File: src/rtl/perceptron_trainer_pkg.sv
// Shared types and default sizes for the perceptron trainer slice.
package lab1_pkg;
    localparam int unsigned WIDTH_DEF = 13;
    localparam int unsigned NUM_DEF   = 13;

    typedef logic [WIDTH_DEF-1:0] word_t;

    typedef enum logic [1:0] {
        IDLE,
        UPDATE,
        DONE
    } state_t;
endpackage

File: src/rtl/perceptron_trainer_if.sv
// Sample/weight-port bundle between the trainer and its controller.
interface perceptron_trainer_if
    import lab1_pkg::*;
#(
    parameter int unsigned WIDTH = WIDTH_DEF,
    parameter int unsigned NUM   = NUM_DEF
);
    localparam int unsigned AW = (NUM > 1) ? $clog2(NUM) : 1;

    logic             start;
    logic [WIDTH-1:0] inputs [NUM];
    logic             target;
    logic             y;
    logic             wr_en;
    logic [AW-1:0]    wr_addr;
    logic [WIDTH-1:0] wr_data;
    logic [WIDTH-1:0] weights_o [NUM];
    logic             busy;
    logic             done;
    logic [15:0]      err_cnt;

    modport master (
        output start, inputs, target, y, wr_en, wr_addr, wr_data,
        input  weights_o, busy, done, err_cnt
    );

    modport slave (
        input  start, inputs, target, y, wr_en, wr_addr, wr_data,
        output weights_o, busy, done, err_cnt
    );
endinterface

File: src/rtl/perceptron_trainer_weight_alu.sv
// Shared weight adder/subtractor; PERCEPTRON_SAT_EN clamps to signed limits, otherwise wraps.
module weight_alu #(
    parameter int unsigned WIDTH = 13
) (
    input  logic [WIDTH-1:0] w,
    input  logic [WIDTH-1:0] d,
    input  logic             sub,
    output logic [WIDTH-1:0] r
);
`ifdef PERCEPTRON_SAT_EN
    logic [WIDTH:0] ext;

    always_comb begin
        ext = sub ? ({w[WIDTH-1], w} - {d[WIDTH-1], d})
                  : ({w[WIDTH-1], w} + {d[WIDTH-1], d});
        // Extra sign bit disagreeing with the result MSB means signed overflow.
        if (ext[WIDTH] != ext[WIDTH-1])
            r = ext[WIDTH] ? {1'b1, {(WIDTH-1){1'b0}}} : {1'b0, {(WIDTH-1){1'b1}}};
        else
            r = ext[WIDTH-1:0];
    end
`else
    always_comb begin
        r = sub ? (w - d) : (w + d);
    end
`endif
endmodule

File: src/rtl/perceptron_trainer.sv
// Perceptron-rule weight trainer: one weight word rewritten per cycle after a misclassified sample.
// Build option: PERCEPTRON_SAT_EN selects saturating weight arithmetic.
module perceptron_trainer
    import lab1_pkg::*;
#(
    parameter int unsigned WIDTH = WIDTH_DEF,
    parameter int unsigned NUM   = NUM_DEF,
    parameter int unsigned SHIFT = 0
) (
    input logic                 clk,
    input logic                 rst,
    perceptron_trainer_if.slave bus
);
    localparam int unsigned    IW   = (NUM > 1) ? $clog2(NUM) : 1;
    localparam logic [IW-1:0]  LAST = IW'(NUM - 1);

    state_t           state, state_nx;
    logic [WIDTH-1:0] weights [NUM];
    logic [WIDTH-1:0] x_lat   [NUM];
    logic             tgt_lat;
    logic [IW-1:0]    idx;
    logic [15:0]      err_cnt;
    logic [WIDTH-1:0] d;
    logic [WIDTH-1:0] alu_out;
    logic             wr_ok;

    always_ff @(posedge clk) begin
        if (rst) state <= IDLE;
        else     state <= state_nx;
    end

    always_comb begin
        state_nx = state;
        case (state)
            IDLE:    if (bus.start) state_nx = (bus.target == bus.y) ? DONE : UPDATE;
            UPDATE:  if (idx == LAST) state_nx = DONE;
            DONE:    state_nx = IDLE;
            default: state_nx = IDLE;
        endcase
    end

    always_comb begin
        bus.busy      = (state != IDLE);
        bus.done      = (state == DONE);
        bus.weights_o = weights;
        bus.err_cnt   = err_cnt;
    end

    // target=1 only reaches UPDATE with y=0, so the latched target alone selects subtract.
    always_comb begin
        d     = $signed(x_lat[idx]) >>> SHIFT;
        wr_ok = bus.wr_en && (state == IDLE) && !bus.start && (32'(bus.wr_addr) < NUM);
    end

    weight_alu #(.WIDTH(WIDTH)) u_alu (
        .w   (weights[idx]),
        .d   (d),
        .sub (tgt_lat),
        .r   (alu_out)
    );

    always_ff @(posedge clk) begin
        if (rst) begin
            for (int unsigned i = 0; i < NUM; i++) weights[i] <= '0;
            idx     <= '0;
            err_cnt <= '0;
            tgt_lat <= 1'b0;
        end else begin
            case (state)
                IDLE: begin
                    if (bus.start) begin
                        x_lat   <= bus.inputs;
                        tgt_lat <= bus.target;
                        idx     <= '0;
                        if (bus.target != bus.y && err_cnt != '1)
                            err_cnt <= err_cnt + 16'd1;
                    end else if (wr_ok) begin
                        weights[bus.wr_addr] <= bus.wr_data;
                    end
                end
                UPDATE: begin
                    weights[idx] <= alu_out;
                    idx          <= idx + IW'(1);
                end
                default: ;
            endcase
        end
    end
endmodule

File: src/flat_wrapper.sv
// flat-port wrapper written by rule: the top's interface ports become plain ports
module perceptron_trainer_flat import lab1_pkg::*;
#(
    parameter int unsigned WIDTH = WIDTH_DEF,
    parameter int unsigned NUM   = NUM_DEF,
    parameter int unsigned SHIFT = 0
)
  (clk, rst, bus_start, bus_inputs, bus_target, bus_y, bus_wr_en, bus_wr_addr, bus_wr_data, bus_weights_o, bus_busy, bus_done, bus_err_cnt);
  perceptron_trainer_if #(.WIDTH(WIDTH), .NUM(NUM)) bus_i ();
  input logic clk;
  input logic rst;
  input wire logic [$bits(bus_i.start)-1:0] bus_start;
  input wire logic [$bits(bus_i.inputs)-1:0] bus_inputs;
  input wire logic [$bits(bus_i.target)-1:0] bus_target;
  input wire logic [$bits(bus_i.y)-1:0] bus_y;
  input wire logic [$bits(bus_i.wr_en)-1:0] bus_wr_en;
  input wire logic [$bits(bus_i.wr_addr)-1:0] bus_wr_addr;
  input wire logic [$bits(bus_i.wr_data)-1:0] bus_wr_data;
  output wire logic [$bits(bus_i.weights_o)-1:0] bus_weights_o;
  output wire logic [$bits(bus_i.busy)-1:0] bus_busy;
  output wire logic [$bits(bus_i.done)-1:0] bus_done;
  output wire logic [$bits(bus_i.err_cnt)-1:0] bus_err_cnt;
  assign bus_i.start = bus_start;
  assign bus_i.inputs = {>>{bus_inputs}};
  assign bus_i.target = bus_target;
  assign bus_i.y = bus_y;
  assign bus_i.wr_en = bus_wr_en;
  assign bus_i.wr_addr = bus_wr_addr;
  assign bus_i.wr_data = bus_wr_data;
  assign bus_weights_o = {>>{bus_i.weights_o}};
  assign bus_busy = bus_i.busy;
  assign bus_done = bus_i.done;
  assign bus_err_cnt = bus_i.err_cnt;
  perceptron_trainer #(.WIDTH(WIDTH), .NUM(NUM), .SHIFT(SHIFT)) u_core (.clk(clk), .rst(rst), .bus(bus_i));
endmodule
File: config.mk
export PLATFORM = sky130hd
export DESIGN_NAME = perceptron_trainer_flat
export DESIGN_NICKNAME = d
export VERILOG_FILES = /design/src/rtl/perceptron_trainer_pkg.sv /design/src/rtl/perceptron_trainer_if.sv /design/src/rtl/perceptron_trainer_weight_alu.sv /design/src/rtl/perceptron_trainer.sv /design/src/flat_wrapper.sv
export SDC_FILE = /design/constraint.sdc
export NUM_CORES = 1
export LEC_CHECK = 0
export ABC_CLOCK_PERIOD_IN_PS = 17650
export BUFFER_PORTS_ARGS = -buffer_cell sky130_fd_sc_hd__buf_4
export CORE_ASPECT_RATIO = 0.75
export CORE_UTILIZATION = 38
export DETAILED_ROUTE_END_ITERATION = 10
export GPL_TIMING_DRIVEN = 1
export PLACE_DENSITY_LB_ADDON = 0.05
export SKIP_LAST_GASP = 1
export SYNTH_ARGS = -nofsm -noshare
export SYNTH_HDL_FRONTEND = slang
export SYNTH_SLANG_ARGS = --single-unit
File: constraint.sdc
create_clock -name clk -period 17.65 [get_ports clk]
set_input_delay 2.6475 -clock clk [delete_from_list [all_inputs] [get_ports clk]]
set_output_delay 2.6475 -clock clk [all_outputs]
set_load 0.02 [all_outputs]
---- Word level (Yosys, flattened, before mapping) ----
Index checks and enable logic that the tools add are counted.
storage, ports and cells
  register bits after elaboration ......... 361
  input bits .............................. 192
  logic and storage cells ................. 90
operators by class
  $add $sub $neg .......................... 4
  $lt $le $gt $ge ......................... 5
  equality and inequality tests ........... 10
  muxes and demuxes ....................... 22
  bitwise operators ....................... 3
  reduce and logical (&&, ||, !) cells .... 16
operators by type and width
  cell                     number
  $bwmux W169              2
  $mux W169                2
  $pmux W169 S2            1
  $bmux W13 S4             2
  $demux W13 S4            2
  $mux W13                 7
  $add A16 B1 Y16 const B  1
  $ne A16 B16 Y1 const B   1
  $add A13 B13 Y13         1
  $sub A13 B13 Y13         1
  $ge A5 B5 Y1 const B     2
  $lt A5 B1 Y1 const B     2
  $not A4 Y5               2
  $reduce_and A3 Y1        3
  $pmux W4 S2              1
  $logic_and A1 B1 Y1      6
  $mux W2                  3
  $reduce_and A2 Y1        3
  $add A4 B1 Y4 const B    1
  $eq A4 B4 Y1 const B     1
  $lt A4 B4 Y1 const B     1
  $mux W4                  1
  $ne A2 B1 Y1 const B     2
  $ne A2 B2 Y1 const B     2
  other kinds (9)          10

---- Logic depth before layout (Yosys ltp) ----
Gate-level depths: netlist of the first run.
  depth after elaboration ................. 9
  depth in mapped cells ................... 23
  depth with buffers taken out ............ 18

---- By module ----
From an unflattened synthesis of the first run, not the netlist that was laid out.
unflattened totals
  cell total of the unflattened synthesis .. 1,505
  area, all modules ....................... 18,033.5 µm²
by module, submodules not included
  module              instances  cells an instance  area each (µm²)  seq. area each (µm²)
  perceptron_trainer  1          1,387              17,171.5         8,918.6
  weight_alu          1          118                862.1            0.0

---- Worst setup path after synthesis of the first run ----
No wires, ideal clock.
  path type ............................... input -> register
  start ................................... input rst
  end ..................................... register u_core.x_lat[0] (netlist name), enable pin
  data arrival time ....................... 10.089 ns
  data required time ...................... 16.950 ns
  path slack .............................. 6.861 ns
  stages .................................. 3
  cells stage by stage .................... clkbuf_1 > clkbuf_1 > nor2_1
between the ends
  cells in the longest elaborated chain, start to end .. 2
ends and longest elaborated chain
  item                         RTL line                  text
  from (decl)                  flat_wrapper.sv:11        input logic rst;
  $not A1 Y1 (no line)         n/a
  $reduce_and A3 Y1 (no line)  n/a
  to (signal assigned)         perceptron_trainer.sv:72  x_lat <= bus.inputs;
  to (decl)                    perceptron_trainer.sv:19  logic [WIDTH-1:0] x_lat [NUM];
No other way between the ends.
A chain may end at the register's enable or synchronous reset.

---- Final worst setup path of the first run ----
  start ................................... register u_core.idx[1]
  end ..................................... register u_core.weights, in the netlist u_core.bus.weights_o[8]
between the ends
  cells in the longest elaborated chain, start to end .. 8
ends and longest elaborated chain
  item                                                  RTL line                                                                      text
  from (decl)                                           perceptron_trainer.sv:21                                                      logic [IW-1:0] idx;
  from (signal assigned)                                perceptron_trainer.sv:83                                                      idx <= idx + IW'(1);
  $not A4 Y5 (implied by the code) *                    perceptron_trainer.sv:51, perceptron_trainer.sv:56, perceptron_trainer.sv:82
  $bmux W13 S4 (on tied branches)                       perceptron_trainer.sv:56, perceptron_trainer.sv:51
  $mux W13 (on tied branches) (2 in a row)              perceptron_trainer.sv:56, perceptron_trainer.sv:51
  $add A13 B13 Y13 or $sub A13 B13 Y13 (tied branches)  perceptron_trainer_weight_alu.sv:24                                           r = sub ? (w - d) : (w + d);
  $mux W13                                              perceptron_trainer_weight_alu.sv:24
  $bwmux W169 *                                         perceptron_trainer.sv:82                                                      weights[idx] <= alu_out;
  $pmux W169 S2 *                                       perceptron_trainer.sv:69                                                      case (state)
  to (signal, indexed assignment)                       perceptron_trainer.sv:78                                                      weights[bus.wr_addr] <= bus.wr_data;
  to (signal, indexed assignment)                       perceptron_trainer.sv:82
  to (decl)                                             perceptron_trainer.sv:18                                                      logic [WIDTH-1:0] weights [NUM];
Every way passes the cells marked *; elsewhere a longest branch is shown, timed or not. The select of a mux whose other input is x is not followed.

==> metrics.txt, run 1 <==
Gate power share=14.7%; I/O pin cnt=379; Top FF cell, synth=dfxtp_1; routed length per instance=26.05 um; MaxCap Viol Count=0; Die H=183.0 um; Hold WC Path Type=flip-flop to flip-flop; final worst setup slack=11.65 ns; number of global-route vias before repair=13310; via count=13880; run status=finished clean; area of placed instances=0.01988 mm^2; syn_area_per_cell=11.61 um^2; initial antenna violation count=1; Slew @ Worst Pin=1.324 ns; Pleak=7.789 nW; Hold Buf Count CTS=0; Reg area=0.008927 mm^2; post-CTS sizing=0; RSZ-0062 raised after global routing=false; design area=0.02111 mm^2; CP required=18.10 ns; Post-synth EDFFs=169; clock share of power=39.8%; RD Place Congestion=0.9204; internal power=1.465 mW; core area=0.04253 mm^2; CTS tree=done; synthesized area=0.01660 mm^2; chip width=243.3 um; Overflow after GRT=0; postcts setup bufs=0; clock latency on the worst-skew pair=0.54 ns; register clock-pin slew on the reported worst setup and hold paths=0.06 ns; #FFs+latches synth=361; I/O Buffers=378; Sw Share=27.38%; Total Wirelength=60900 um; Cell variety after synth=61; Area Overhead vs Synth=27.16%; relative slew slack=11.27%; # DRC=0; Peak supply drop=0.00006214 V; Final ANT Viol Nets=0; Total GRT Usage=27.08%; Post-Syn Nets=1641; Clock Sinks=361; share of cells above drive strength 1=33.58%; Critical Path End Type=flip-flop; Gate Count Post-Synth=1430; clk buf depth=3; first-pass GRT wire length=90150 um; area of the multi-input gates=0.007158 mm^2; sequential area share after synthesis=53.73%; Synth warnings=0; DRT Pass-1 Iters=7; clk root buf=clkbuf_16; fmax=166.8 MHz; Final Setup Violations=0; worst-path fanout max=58; Fill cells=3899; Post-DP HPWL=44150 um; Worst setup SP type=flip-flop; initial drt markers=2012; DR vias/cell=5.936; # rows=65; # diodes=0; Placement Setup Slack=11.45 ns; PD cells=95.58 mW/mm^2; worst hold slack=0.4822 ns; Fin Setup TNS=0 ns; Final period util=33.98%; largest net degree at the start of global routing=85; Pins Over Slew Limit=0; final net count=1953; sequential power share=45.5%; Initial Util=39.03%; CTS Buf Count=39; minimum clock period=5.997 ns; Critical Setup Path Class=flip-flop to flip-flop; final hold vios=0; clock skew=0.03249 ns; switching pwr=552.3 uW; H-tree depth=2; ys async rst share=0%; Worst EP arrival=6.44 ns; Die ar.=0.04453 mm^2
==> cell usage in the layout, fill, tap and decap left out, drive strengths merged, types with 13 or more instances in the layout <==
cell type	count
a21oi	90
a221oi	20
a222oi	82
a22oi	71
a32oi	20
and2	13
and3	16
buf	404
clkbuf	51
clkinv	14
dfxtp	192
edfxtp	169
ha	18
inv	14
mux2i	18
mux4	76
nand2	78
nand3	16
nor2	216
nor3	33
o21ai	48
xnor2	24
==> cells by family (layout without fill, tap and decap cells) <==
| family | after synthesis | after routing | share of synthesized area, % |
|---|---|---|---|
| compound gates | 365 | 365 | 16.66 |
| mux | 99 | 99 | 11.74 |
| buf+inv | 146 | 485 | 3.784 |
| flops | 361 | 361 | 53.73 |
| simple gates | 410 | 410 | 10.94 |
| fa+ha+maj | 19 | 19 | 1.477 |
| xor+xnor | 30 | 30 | 1.673 |
==> critical path: stages, from the launching register on <==
cell      delay (ns)
dfxtp_4         0.68
buf_4           0.79
and4bb_1        0.38
buf_4           0.27
a22oi_1         0.22
o21ai_0         0.21
inv_1           0.17
ha_1            0.24
nor2_1          0.09
a21oi_1         0.08
fa_1            0.49
nand2b_1        0.17
a21boi_0        0.24
o21ai_0         0.17
a21o_1          0.23
nand2_1         0.06
a21oi_1         0.10
xnor2_2         0.90
o21ai_0         0.19
a211oi_1        0.26
==> synth_stat cells (10+ instances only) <==
cell type,count,area [um^2]
mux2i_1,18,180.2
a22oi_1,70,525.5
inv_1,13,48.80
a221oi_1,18,157.7
a21oi_2,10,87.58
a21oi_1,80,400.4
nor3_1,30,150.1
and3_1,16,100.1
nand2_1,77,289.0
xnor2_1,22,192.7
o21ai_0,29,145.1
o21ai_2,10,87.58
clkbuf_1,89,334.1
edfxtp_1,169,5075
a222oi_1,82,820.8
buf_2,22,110.1
mux4_2,76,1712
and2_1,13,81.33
buf_1,12,45.04
a32oi_1,20,175.2
nand3_1,16,80.08
nor2_1,216,810.8
nand2b_1,11,68.82
ha_1,18,225.2
dfxtp_1,192,3844
==> area by class of cell <==
| type | instances | area share (%) |
|---|---|---|
| clock buffers | 51 | 5.127 |
| clock inverters | 17 | 0.6758 |
| inverters | 13 | 0.2312 |
| multi-input cells | 923 | 33.91 |
| flip-flops and latches | 361 | 42.29 |
| well taps | 569 | 3.373 |
| repair buffers | 404 | 14.39 |
==> per-layer routing <==
| layer | GRT usage (%) | vias to the layer above | wire length [um] |
|---|---|---|---|
| li1 | - | 6188 | - |
| met1 | 39.83 | 6880 | 26810 |
| met2 | 38.70 | 738 | 26100 |
| met3 | 8.341 | 72 | 6791 |
| met4 | 5.987 | 0 | 1199 |
| met5 | 0 | - | 0 |
==> metrics by stage <==
step	cells	utilization [%]	total power, mW
floorplan	1430	-	1.097
global placement	2270	46.73	1.224
detailed placement	2270	46.73	1.227
CTS	2338	49.61	2.024
global route	2338	49.62	2.088
finish	2338	49.62	2.017
==> registers in the layout, indices dropped and copies added (netlist names) <==
signal / count
u_core.tgt_lat: 1
u_core.bus.err_cnt: 16
u_core.x_lat: 169
u_core.bus.weights_o: 169
u_core.state: 2
u_core.idx: 4
==> power groups by stage <==
stage / logic, mW / registers [mW] / clock network, mW
3_5_place_dp: 0.291 / 0.936 / 0
6_report: 0.297 / 0.918 / 0.802
4_1_cts: 0.291 / 0.918 / 0.815
5_1_grt: 0.313 / 0.921 / 0.854
2_1_floorplan: 0.156 / 0.941 / 0
3_3_place_gp: 0.289 / 0.936 / 0
==> path summary, 6_finish.rpt <==
path	cells after the start	slack (ns)	startpoint	end
min	2	0.48	u_core.bus.weights_o[94]	u_core.bus.weights_o[94]
min reg2reg	2	0.48	u_core.bus.weights_o[94]	u_core.bus.weights_o[94]
max reg2reg	19	11.65	u_core.idx[1]	u_core.bus.weights_o[8]
max	19	11.65	u_core.idx[1]	u_core.bus.weights_o[8]
No activity file was read; power rests on OpenSTA's default activity.
==> inputs of run 2 (changes only) <==
--- a/config.mk
+++ b/config.mk
@@ -5,7 +5,7 @@
 export SDC_FILE = /design/constraint.sdc
 export NUM_CORES = 1
 export LEC_CHECK = 0
-export ABC_CLOCK_PERIOD_IN_PS = 17650
+export ABC_CLOCK_PERIOD_IN_PS = 5800
 export BUFFER_PORTS_ARGS = -buffer_cell sky130_fd_sc_hd__buf_4
 export CORE_ASPECT_RATIO = 0.75
 export CORE_UTILIZATION = 38
==> constraint.sdc (replaced) <==
create_clock -name clk -period 5.8 [get_ports clk]
set_input_delay 0.87 -clock clk [delete_from_list [all_inputs] [get_ports clk]]
set_output_delay 0.87 -clock clk [all_outputs]
set_load 0.02 [all_outputs]
==> metrics.txt, run 2 (same netlist as run 1, synthesis figures left out) <==
Post-DP HPWL=45050 um (+2.0%); Final period util=88.41% (+54 points); Hold WC Path Type=flip-flop to flip-flop; core area=0.04253 mm^2 (unchanged); run status=finished clean; Clock Sinks=361 (unchanged); Overflow after GRT=0 (unchanged); clk buf depth=3 (unchanged); CP required=6.27 ns (-11.83 ns); RD Place Congestion=0.9070 (-1.5%); Area Overhead vs Synth=28.07%; Worst setup SP type=flip-flop; Pleak=7.875 nW (+1.1%); Die ar.=0.04453 mm^2 (unchanged); initial drt markers=2055 (+2.1%); Critical Setup Path Class=flip-flop to flip-flop; H-tree depth=2 (unchanged); number of global-route vias before repair=13380 (+0.52%); largest net degree at the start of global routing=126 (+48%); Hold Buf Count CTS=0 (unchanged); Worst Hold Endpoint=u_core.bus.weights_o[94]; clk root buf=clkbuf_16; DR vias/cell=5.963 (+0.45%); Critical R2R Capture=u_core.bus.weights_o[141]; r2r worst-path depth=15 (-4); RSZ-0062 raised after global routing=false; Fin Setup TNS=0 ns (unchanged); CTS tree=done; Final Setup Violations=0 (unchanged); register clock-pin slew on the reported worst setup and hold paths=0.06 ns (about the same); Peak supply drop=0.0001988 V (+220%); final net count=1977 (+1.2%); share of cells above drive strength 1=34.26% (+0.68 points); Pwr Total=6.195 mW (+210%); Critical Path End Type=flip-flop; # diodes=0 (unchanged); Initial Util=39.03% (unchanged); Total GRT Usage=27.02% (-0.058 points); DRT Pass-1 Iters=9 (+2); final hold vios=0 (unchanged); # rows=65 (unchanged); Slew @ Worst Pin=1.225 ns (-0.09897 ns); # DRC=0 (unchanged); Pins Over Slew Limit=0 (unchanged); Die H=183.0 um (unchanged); PD cells=291.4 mW/mm^2 (+200%); clock latency on the worst-skew pair=0.55 ns (about the same); Total Wirelength=61240 um (+0.56%); worst-path fanout max=29 (-50%); chip width=243.3 um (unchanged); most common cell after layout, fill and taps aside=buf_4; relative slew slack=17.67% (+6.4 points); slowest stage delay, CP=0.73 ns (-0.17 ns); minimum clock period=5.128 ns (-0.8694 ns); CP Cell Sequence=buf_4 -> mux4_2 -> a22oi_1 -> nand2_1 -> nor4_4 -> and3_1 -> a21oi_1 -> nor2_1 -> xor2_1 -> ha_1 -> or4b_2 -> o211ai_1 -> a311o_1 -> a221oi_1 -> nor3_1; CTS Buf Count=39 (unchanged); WHS Path Cells=2 (unchanged); initial antenna violation count=2 (+1); clock skew=0.01749 ns (-0.01500 ns); I/O pin cnt=379 (unchanged); hold wc startpoint=u_core.bus.weights_o[94]; Final ANT Viol Nets=0 (unchanged); R2R Setup Slk=0.67 ns (-10.98 ns); MaxCap Viol Count=0 (unchanged); worst hold slack=0.4769 ns (-0.005240 ns); first-pass GRT wire length=89890 um (-0.29%); most frequent cells in the layout=buf_4 (426), nor2_1 (214), dfxtp_1 (189); routed length per instance=25.90 um (-0.55%); postcts setup bufs=0 (unchanged); worst-path cell with the longest stage delay=dfxtp_4; Buf/Inv on CP=1 (-2); via count=14100 (+1.6%); Reg-to-Reg Start=u_core.idx[0]; fmax=195.0 MHz (+17%); Crit path max-delay family=simple AND/OR/NAND/NOR gates; I/O Buffers=378 (unchanged); post-CTS sizing=0 (unchanged); Worst EP arrival=5.60 ns (-0.84 ns)
run 2: cell count changes in the layout (fill, tap and decap cells not counted), moves of 2 or more:
cell | previous run | this run
xnor2_1 | 16 | 22
xnor2_2 | 8 | 2
clkinvlp_4 | 0 | 3
inv_6 | 1 | 3
clkinv_1 | 6 | 2
clkbuf_8 | 4 | 6
buf_4 | 403 | 426
run 2: how the worst max path moves through the flow:
stage,start,to,slack (ns),cells past startpoint
after floorplan,u_core.idx[1],u_core.bus.weights_o[24],1.33,20
after global placement,u_core.idx[0],u_core.bus.weights_o[141],0.80,15
after detailed placement,u_core.idx[0],u_core.bus.weights_o[141],0.68,15
after CTS,u_core.idx[0],u_core.bus.weights_o[141],0.66,15
after global routing,u_core.idx[0],u_core.bus.weights_o[141],0.29,18
final,u_core.idx[0],u_core.bus.weights_o[141],0.67,15
run 2: report_power, final:
group / switching, mW / internal [mW] / total [mW]
Clock: 1.08 / 1.41 / 2.49
Combinational: 0.587 / 0.319 / 0.905
Sequential: 0.0459 / 2.76 / 2.80
run 2: final cells by class:
class | instances | area, um^2
clock buffer | 52 | 1085
clock inverter | 18 | 160.2
fill | 3844 | 21280
inverter | 13 | 48.80
multi-input combinational | 923 | 7097
sequential | 361 | 8927
tap | 569 | 711.9
timing repair buffer | 428 | 3229
run 2: per-stage QoR:
step / instance area (um^2) / util (%) / setup slack, ns / cells
floorplan: 16610 / - / 1.333 / 1430
global placement: 20010 / 47.05 / 0.8008 / 2294
detailed placement: 20010 / 47.05 / 0.6781 / 2294
CTS: 21260 / 49.98 / 0.6635 / 2364
global route: 21260 / 49.98 / 0.2928 / 2364
finish: 21260 / 49.98 / 0.6725 / 2364
run 2: tightest hold or removal path: stages, from the launching register on:
cell and delay [ns]:
dfxtp_1 0.33, nand2_1 0.06, a21oi_1 0.05
run 2: layer usage:
metal	global-route usage [%]	vias to the layer above	part of all wire, %
li1	-	6224	-
met1	40.47	7024	46
met2	39.08	783	43
met3	6.980	63	10
met4	5.358	2	1.6
met5	0	-	0.028
==> inputs of run 3 (changes only) <==
--- a/config.mk
+++ b/config.mk
@@ -8,11 +8,12 @@
 export ABC_CLOCK_PERIOD_IN_PS = 5800
 export BUFFER_PORTS_ARGS = -buffer_cell sky130_fd_sc_hd__buf_4
 export CORE_ASPECT_RATIO = 0.75
-export CORE_UTILIZATION = 38
+export CORE_UTILIZATION = 40
 export DETAILED_ROUTE_END_ITERATION = 10
 export GPL_TIMING_DRIVEN = 1
 export PLACE_DENSITY_LB_ADDON = 0.05
 export SKIP_LAST_GASP = 1
+export SLEW_MARGIN = 20
 export SYNTH_ARGS = -nofsm -noshare
 export SYNTH_HDL_FRONTEND = slang
 export SYNTH_SLANG_ARGS = --single-unit
==> metrics.txt, run 3 (same netlist as run 1, synthesis figures left out) <==
run status=finished clean; Sw Share=26.79% (-0.81 points); number of global-route vias before repair=13150 (-1.7%); PD cells=294.0 mW/mm^2 (+0.89%); chip width=237.2 um (-2.5%); Fin Setup TNS=0 ns (unchanged); fmax=192.5 MHz (-1.3%); register clock-pin slew on the reported worst setup and hold paths=0.06 ns (about the same); I/O Buffers=378 (unchanged); routed length per instance=25.77 um (-0.51%); Final Setup Violations=0 (unchanged); switching pwr=1.673 mW (-2.2%); WHS Path Cells=2 (unchanged); Hold Buf Count CTS=0 (unchanged); worst hold slack=0.4812 ns (+0.004299 ns); Total Wirelength=59770 um (-2.4%); Initial Util=40.65% (+1.6 points); initial drt markers=1851 (-9.9%); # DRC=0 (unchanged); # rows=64 (-1.5%); CTS tree=done; Slew @ Worst Pin=1.096 ns (-0.1299 ns); clk root buf=clkbuf_16; Worst EP arrival=5.66 ns (+0.06 ns); via count=13970 (-0.89%); Hold WC Path Type=flip-flop to flip-flop; largest net degree at the start of global routing=170 (+35%); Critical Path End Type=flip-flop; CP required=6.27 ns (about the same); post-CTS sizing=0 (unchanged); clock latency on the worst-skew pair=0.56 ns (about the same); final worst setup slack=0.6044 ns (-0.06805 ns); Post-DP HPWL=44130 um (-2.1%); Reg-to-Reg Start=u_core.idx[0]; worst-path cell with the longest stage delay=dfxtp_4; share of cells above drive strength 1=34.12% (-0.15 points); CTS Buf Count=38 (-2.6%); final hold vios=0 (unchanged); first-pass GRT wire length=86470 um (-3.8%); CP Cell Sequence=buf_4 -> mux4_2 -> nand2_1 -> nand4_1 -> nor4_4 -> and3_1 -> a21oi_1 -> nor2_1 -> xor2_1 -> ha_1 -> or4b_2 -> o211ai_1 -> a311o_1 -> a221oi_1 -> nor3_1; Area Overhead vs Synth=27.93%; initial antenna violation count=0 (-2); sequential power share=44.8% (-0.4 points); relative slew slack=26.96% (+9.3 points); internal power=4.570 mW (+1.9%); met3 routed WL=6578 um (+5.0%); final non-filler cell total=2319 (-1.9%); DRT Pass-1 Iters=7 (-2); clock share of power=40.7% (+0.5 points); I/O pin cnt=379 (unchanged); postcts setup bufs=0 (unchanged); slowest stage delay, CP=0.74 ns (about the same); Peak supply drop=0.0001817 V (-8.6%); most frequent cells in the layout=buf_4 (427), nor2_1 (214), dfxtp_1 (189); Critical R2R Capture=u_core.bus.weights_o[141]; r2r worst-path depth=15 (unchanged); worst-path fanout max=30 (+3.4%); final net count=1977 (unchanged); Placement Setup Slack=0.6802 ns (+0.002161 ns); met2 WL=25660 um (-1.5%); wl on met1=26470 um (-5.1%); H-tree depth=2 (unchanged); minimum clock period=5.196 ns (+0.06805 ns); R2R Setup Slk=0.60 ns (-0.07 ns); Die ar.=0.04233 mm^2 (-5.0%); most common cell after layout, fill and taps aside=buf_4; Clock Sinks=361 (unchanged); Pins Over Slew Limit=0 (unchanged); top layer reached by signal wires=met4; Worst setup SP type=flip-flop; core area=0.04084 mm^2 (-4.0%); Pleak=7.889 nW (+0.18%); Final period util=89.58% (+1.2 points); Overflow after GRT=0 (unchanged); Gate power share=14.4% (-0.2 points); Crit path max-delay family=simple AND/OR/NAND/NOR gates; # diodes=0 (unchanged); RSZ-0062 raised after global routing=false; DR vias/cell=6.024 (+1.0%); Total GRT Usage=27.56% (+0.54 points); design area=0.02124 mm^2 (-0.11%); RD Place Congestion=0.9327 (+2.8%); Die H=178.4 um (-2.5%); area of placed instances=0.01997 mm^2 (-0.24%); dpl cells=2254 (-1.7%); hold wc startpoint=u_core.bus.weights_o[55]; clock skew=0.02922 ns (+0.01173 ns); Worst Hold Endpoint=u_core.bus.weights_o[55]; Final ANT Viol Nets=0 (unchanged); clk buf depth=3 (unchanged); MaxCap Viol Count=0 (unchanged); Buf/Inv on CP=1 (unchanged); Critical Setup Path Class=flip-flop to flip-flop
run 3: cell types whose count changed in the layout (fill, tap and decap cells not counted), sizes merged:
cell      before  now
clkinvlp       3    1
clkbuf        52   45
bufinv         2    6
inv           16   15
clkinv        10   11
buf          428  429
run 3: cell type report:
cell class              count  area (um^2)
fillers                  3699        19600
flip-flops and latches    361         8927
multi-input cells         923         7101
repair buffers            429         3237
clock buffers              45        997.2
well taps                 528        660.6
clock inverters            20        265.3
inverters                  13        48.80
run 3: how the worst max path moves through the flow:
stage | cells past startpoint | end | slack [ns] | start
6_report | 15 | u_core.bus.weights_o[141] | 0.60 | u_core.idx[0]
3_3_place_gp | 15 | u_core.bus.weights_o[141] | 0.77 | u_core.idx[0]
5_1_grt | 18 | u_core.bus.weights_o[141] | 0.32 | u_core.idx[0]
2_1_floorplan | 20 | u_core.bus.weights_o[24] | 1.33 | u_core.idx[1]
3_5_place_dp | 15 | u_core.bus.weights_o[141] | 0.68 | u_core.idx[0]
4_1_cts | 15 | u_core.bus.weights_o[141] | 0.65 | u_core.idx[0]
run 3: through the flow:
step	power, mW	utilization [%]
after floorplan	3.326	-
after global placement	3.729	48.87
after detailed placement	3.731	48.89
after CTS	6.255	51.98
after global routing	6.426	52.00
final	6.243	52.00
run 3: power groups by stage:
| stage | Combinational [mW] | Clock (mW) | Sequential [mW] |
|---|---|---|---|
| 2_1_floorplan | 0.476 | 0 | 2.85 |
| 3_3_place_gp | 0.873 | 0 | 2.86 |
| 3_5_place_dp | 0.877 | 0 | 2.85 |
| 4_1_cts | 0.880 | 2.58 | 2.80 |
| 5_1_grt | 0.942 | 2.68 | 2.81 |
| 6_report | 0.902 | 2.54 | 2.80 |
run 3: tightest hold or removal path, delay by kind of cell, from the launching register on:
kind,cells,cell delay [ns]
flops,1,0.32
simple gates,1,0.06
compound gates,1,0.05
run 3: layer usage:
layer	vias up	track usage, %
li1	6216	-
met4	0	6.237
met2	799	39.96
met3	63	6.066
met5	-	0
met1	6892	41.61
